$ cat src/rtl/mult_gen_pkg.sv
// Shared types and default sizing for the sequential multiple generator.
package mult_gen_pkg;

  localparam int MG_WIDTH  = 4;
  localparam int MG_FACTOR = 4;
  localparam int MG_OUT_W  = 6;

  // 2'b11 is unused and is steered back to IDLE by the next-state logic.
  typedef enum logic [1:0] {
    IDLE = 2'b00,
    RUN  = 2'b01,
    DONE = 2'b10
  } state_t;

endpackage

$ cat src/rtl/mult_gen.sv
// Sequential multiple generator: product = k*FACTOR built by adding FACTOR
// once per clock while a down-counter loaded with k runs out.
module mult_gen
  import mult_gen_pkg::*;
#(
  parameter int WIDTH  = MG_WIDTH,
  parameter int FACTOR = MG_FACTOR,
  parameter int OUT_W  = MG_OUT_W
) (
  input  logic             clk,
  input  logic             rst_n,
  input  logic             start,
  input  logic [WIDTH-1:0] k,
  output logic             busy,
  output logic             done,
  output logic [OUT_W-1:0] product,
  output logic             overflow
);

  // Handshake: start is accepted only in IDLE or DONE, where k is latched;
  // busy is high for the whole RUN phase, done pulses for one cycle when
  // product becomes valid. start while busy is dropped, never queued.

  state_t           state;
  state_t           state_nxt;
  logic             accept;
  logic [WIDTH-1:0] cnt;
  logic [OUT_W-1:0] acc;
  logic [OUT_W:0]   sum;

  always_comb begin
    state_nxt = IDLE;
    accept    = 1'b0;
    case (state)
      IDLE: begin
        if (start) begin
          accept    = 1'b1;
          state_nxt = RUN;
        end
      end
      RUN:  state_nxt = (cnt == '0) ? DONE : RUN;
      DONE: begin
        if (start) begin
          accept    = 1'b1;
          state_nxt = RUN;
        end
      end
      default: state_nxt = IDLE;
    endcase
  end

  // Extra top bit captures the carry out of the OUT_W-bit accumulator.
  assign sum = {1'b0, acc} + (OUT_W + 1)'(FACTOR);

  always_ff @(posedge clk) begin
    if (!rst_n) begin
      state    <= IDLE;
      cnt      <= '0;
      acc      <= '0;
      product  <= '0;
      overflow <= 1'b0;
    end else begin
      state <= state_nxt;
      if (accept) begin
        cnt      <= k;
        acc      <= '0;
        overflow <= 1'b0;
      end else if (state == RUN) begin
        // Counter is tested before decrementing, so it never underflows.
        if (cnt == '0) begin
          product <= acc;
        end else begin
          acc <= sum[OUT_W-1:0];
          cnt <= cnt - WIDTH'(1);
          if (sum[OUT_W]) overflow <= 1'b1;
        end
      end
    end
  end

  assign busy = (state == RUN);
  assign done = (state == DONE);

endmodule

$ cat config.mk
export PLATFORM = sky130hd
export DESIGN_NAME = mult_gen
export DESIGN_NICKNAME = d
export VERILOG_FILES = /design/src/rtl/mult_gen_pkg.sv /design/src/rtl/mult_gen.sv
export SDC_FILE = /design/constraint.sdc
export NUM_CORES = 1
export LEC_CHECK = 0
export ABC_AREA = 1
export CAP_MARGIN = 15
export CORE_MARGIN = 2
export CORE_UTILIZATION = 40
export CTS_CLUSTER_DIAMETER = 50
export DETAILED_ROUTE_END_ITERATION = 8
export GPL_ROUTABILITY_DRIVEN = 0
export PLACE_DENSITY = 0.65
export SYNTH_ARGS = -nofsm -noshare
export SYNTH_HDL_FRONTEND = slang
export SYNTH_SLANG_ARGS = --single-unit
$ cat constraint.sdc
create_clock -name clk -period 1.7 [get_ports clk]
set_clock_uncertainty 0.2 [all_clocks]
set_input_delay 0.34 -clock clk [delete_from_list [all_inputs] [get_ports clk]]
set_output_delay 0.34 -clock clk [all_outputs]
set_load 0.01 [all_outputs]
-- Word level (Yosys, flattened, before mapping)
Index checks and enable logic that the tools add are counted.
- muxes and demuxes: 8
- reductions and logical operators: 9
- add/sub/neg operators: 2
- bitwise logic cells: 3
- eq/ne operators: 3
- operators with widths (cell ; number):
    $mux 4 ; 3
    $add 6x3->7 const B ; 1
    $reduce_and 3->1 ; 2
    $logic_not 4->1 ; 1
    $pmux 2 s2 ; 1
    $reduce_and 2->1 ; 2
    $reduce_or 2->1 ; 2
    $sub 4x1->4 const B ; 1
    $mux 1 ; 3
    $not 1->1 ; 3
    $eq 2x1->1 const B ; 1
    $eq 2x2->1 const B ; 1
    $logic_not 2->1 ; 1
    $mux 2 ; 1
    $ne 2x2->1 const B ; 1
    $reduce_bool 2->1 ; 1
- logic and storage cells: 30
- register bits: 19
- output and inout bits: 9
- input bits: 7

-- Longest topological paths before layout
- depth after elaboration: 5
- gate-level depth with buffers: 8
- gate-level depth less buffers: 7

-- Worst setup path before layout
No wires, ideal clock.
- kind: register to register
- from: register cnt[0]
- to: register acc[4]
- setup time: 122 ps
- clock period less this slack: 1394 ps
- buffers on the path: 0
- setup slack: 306 ps
- data required time: 1378 ps
- stages on the path, launching flop included: 7
- arrival: 1072 ps
- cells stage by stage: dfxtp_1 > inv_1 > ha_1 > nand2_2 > nand2_4 > nor3_1 > nor3b_2
- longest elaborated chain between the ends: 3
- RTL lines (what ; RTL line ; source):
    from (decl) ; mult_gen.sv:27 ; logic [WIDTH-1:0] cnt;
    from (signal assigned) ; mult_gen.sv:65 ; cnt <= k;
    from (signal assigned) ; mult_gen.sv:74 ; cnt <= cnt - WIDTH'(1);
    $logic_not 4->1 ; mult_gen.sv:70 ; if (cnt == '0) begin
    $not 1->1 (no line) ; n/a ;
    $reduce_and 2->1 (no line) ; n/a ;
    to (signal assigned) ; mult_gen.sv:73 ; acc <= sum[OUT_W-1:0];
    to (decl) ; mult_gen.sv:28 ; logic [OUT_W-1:0] acc;
Every way passes these cells.
A chain may end at the register's enable or synchronous reset.

-- Worst setup path in the final report
- from: register state[1]
- to: output port busy
- longest elaborated chain between the ends: 1
- RTL lines (what ; RTL line ; source):
    from (decl) ; mult_gen.sv:24 ; state_t state;
    from (signal assigned) ; mult_gen.sv:63 ; state <= state_nxt;
    $eq 2x1->1 ; mult_gen.sv:81 ; assign busy = (state == RUN);
    to (decl) ; mult_gen.sv:14 ; output logic busy,
Every way passes these cells.

==> results.md <==
* Final Non-Filler Cells at 139
* Row count at 15
* Ranking of synthesized cells by area: sky130_fd_sc_hd__dfxtp_1 (40%), sky130_fd_sc_hd__a21oi_1 (8.1%), sky130_fd_sc_hd__inv_1 (6.0%)
* Total DRC errors in the routed layout at 0
* Net switching share of the total power at 36.7%
* Clock Power Share at 19.5%
* Part of the power in combinational logic at 37.4%
* Internal portion of total power at 648 uW
* Part of the cycle the worst path needs at 94.1%
* Routed length per placed instance at 9.85 microns
* Type of the most critical hold path: flop to flop
* Number of DRC violations after detailed-routing iteration 0 at 7
* Simple-gate share of the synthesized area at 27.2%
* Cell count of the worst reg-to-reg path at 6
* WHS at 0.260 ns
* Wire length of the first global-routing pass at 2340 microns
* Setup repair after global routing missed its margin: false
* Warnings from Yosys at 0
* Compound-gate portion of the synthesized area at 15.1%
* Category of the worst setup path launch point: flop
* Buffer levels on the longest clock path at 2
* Synth-to-Final Area Change at 25.8%
* Fraction of synthesized area in multiplexers at 0%
* Vias in the first global route at 563
* Post-synthesis instance total at 96
* Cell taking the most area after synthesis: sky130_fd_sc_hd__dfxtp_1
* Ratio of cells with drive above 1 in the final layout at 19.3%
* Top-level port count at 16
* EDFF count, synth at 0
* Top_reg_cell synth: sky130_fd_sc_hd__dfxtp_1
* Min Clock Period, post-route at 1.60 ns
* Portion of synthesized cell area occupied by the leading cell type at 40.3%
* Setup WS pre-CTS at -0.00111 ns
* Area of the die at 0.00223 sq mm
* Root buf cell: sky130_fd_sc_hd__clkbuf_4
* Worst-path clk slew at 0.09 ns
* Critical setup path kind: flop to output port
* Number of antenna violations at the first check in global routing at 0
* Proportion of synthesized chip area in sequential cells at 40.3%
* Commonest cells after routing, fill and taps aside: sky130_fd_sc_hd__dfxtp_1 (14), sky130_fd_sc_hd__inv_1 (12), sky130_fd_sc_hd__a21oi_1 (12), sky130_fd_sc_hd__nand2_1 (10), sky130_fd_sc_hd__nor2_1 (7)
* H-Tree Level Count at 1
* Number of nets in the layout at 124
* Number of buffers added on ports at 13
* Hpwl dp at 1060 microns
* Main combinational cell family by area after synthesis: simple AND/OR/NAND/NOR gates
* Count of endpoints failing hold in the final timing report at 0
* Post-route ant nets at 0
* Number of cells on the worst hold path at 2
* Clock buffers created by TritonCTS at 3
* Minimum setup slack in the final design at 0.0995 ns
* Final Max Tran Viols at 0
* Sequential share of power at 43.1%
* Worst setup EP type: output port
* Run status: completed
* Pwr dens at 1090 mW/mm^2
* Critical path data arrival time at 1.06 ns
* Clock tree from TritonCTS: done
* Number of antenna repair diodes at 0
* Post-synthesis xor/xnor area fraction at 2.35%
* Most common cell after layout, fill and taps aside: sky130_fd_sc_hd__dfxtp_1
* Number of clock sinks at 15
* Setup violation total in the final timing report at 0
* Filler Cell Count at 182
* Total power at 1.02 mW
* Via count normalized by instance count at 4.64
* Critical path required time at 1.16 ns
* Post-CTS Hold Buffers at 0
* Share of async-settable or async-resettable flops after synthesis at 0%
* Die Y at 47.2 microns
* Total track usage at 15.0%
* First-pass DRT Iterations at 4
* Post-synthesis average cell area at 7.77 sq um
* Leakage power at 0.457 nW
* Post-synthesis adder-cell area fraction at 3.36%
* Maximum number of pins on one net before global-route repair at 11
* Crit path max fanout at 2
* Post-Syn Area at 746 sq um
* Total gr overflow at 0
* Maximum frequency from static timing analysis at 625 MHz
* Net load switching power at 375 uW
* Number of flip-flops and latches in the synthesized netlist at 15
* Total number of vias at 645
* Peak supply drop at 599 uV
* Clock latency on the worst-skew pair at 0.27 ns
* Number of unique standard cell types used by synthesis at 24
* Die X at 47.2 microns
* Reported max-cap violation count at 0
* Core area at 0.00175 sq mm
* Post-Route WL at 1370 microns
* Initial core utilization at 42.7%
* Inst Count DP at 135
through the flow:
stage          setup TNS [ns]  utilization (%)  instance area (sq um)
6_report                    0             53.8                    938
5_1_grt                     0             53.8                    938
4_1_cts                     0             53.3                    931
3_5_place_dp         -0.00111             52.0                    907
3_3_place_gp                0             52.0                    907
2_1_floorplan               0                -                    749
per-layer routing:
metal / track usage, % / vias to the layer above / wire [microns]
li1: - / 343 / -
met1: 21.3 / 291 / 706
met2: 21.9 / 9 / 604
met3: 2.69 / 2 / 45
met4: 6.67 / 0 / 12
met5: 0 / - / 0
final cells by class:
type                    count  area, sq um  share of cell area (%)
multi-input cells          64          365                    38.9
flip-flops and latches     15          302                    32.1
repair buffers             16          155                    16.5
inverters                  15         57.6                    6.13
well taps                  25         31.3                    3.33
clock buffers               3         22.5                    2.40
clock inverters             1         5.00                   0.533
timing repair:
action,in CTS,in global routing
setup buffers,0,0
gates resized for setup,5,3
setup endpoints to repair,4,3
pin swaps,0,0
registers in the layout, summed over array words and instances, names as in the netlist:
name	flops
acc	4
state	2
product	4
cnt	4
overflow	1
worst max-delay path, cell delays in order (launching register included):
cell and delay (ns):
sky130_fd_sc_hd__dfxtp_1 0.32, sky130_fd_sc_hd__inv_1 0.05, sky130_fd_sc_hd__nand2_2 0.07, sky130_fd_sc_hd__clkinv_2 0.07
sky130_fd_sc_hd__dlygate4sd2_1 0.28
cell families (layout without fill, tap and decap cells):
family          count (synthesis)  in the layout
buf+inv                        18             35
flops                          15             15
compound gates                 22             22
other cells                     1              2
xor+xnor                        2              2
simple gates                   36             36
fa+ha+maj                       2              2
Yosys cell counts, drive strengths merged (2+ instances only):
cell type / instances
nor2: 10
inv: 14
nand3: 4
dfxtp: 15
xor2: 2
nor3: 2
buf: 3
o21ai: 9
nand2: 17
a21oi: 12
ha: 2
final timing paths:
kind              startpoint  endpoint  slack [ns]
setup reg to reg      cnt[0]    acc[4]        0.19
setup / recovery    state[1]      busy         0.1
hold reg to reg     overflow  overflow        0.26
hold / removal      overflow  overflow        0.26
power by group through the flow:
| stage | clock, mW | sequential (mW) | combinational, mW |
|---|---|---|---|
| finish | 0.199 | 0.441 | 0.383 |
| global route | 0.226 | 0.448 | 0.435 |
| CTS | 0.209 | 0.441 | 0.386 |
| detailed placement | 0 | 0.448 | 0.393 |
| global placement | 0 | 0.448 | 0.385 |
| floorplan | 0 | 0.450 | 0.277 |
Power figures use the tool's default switching activity.
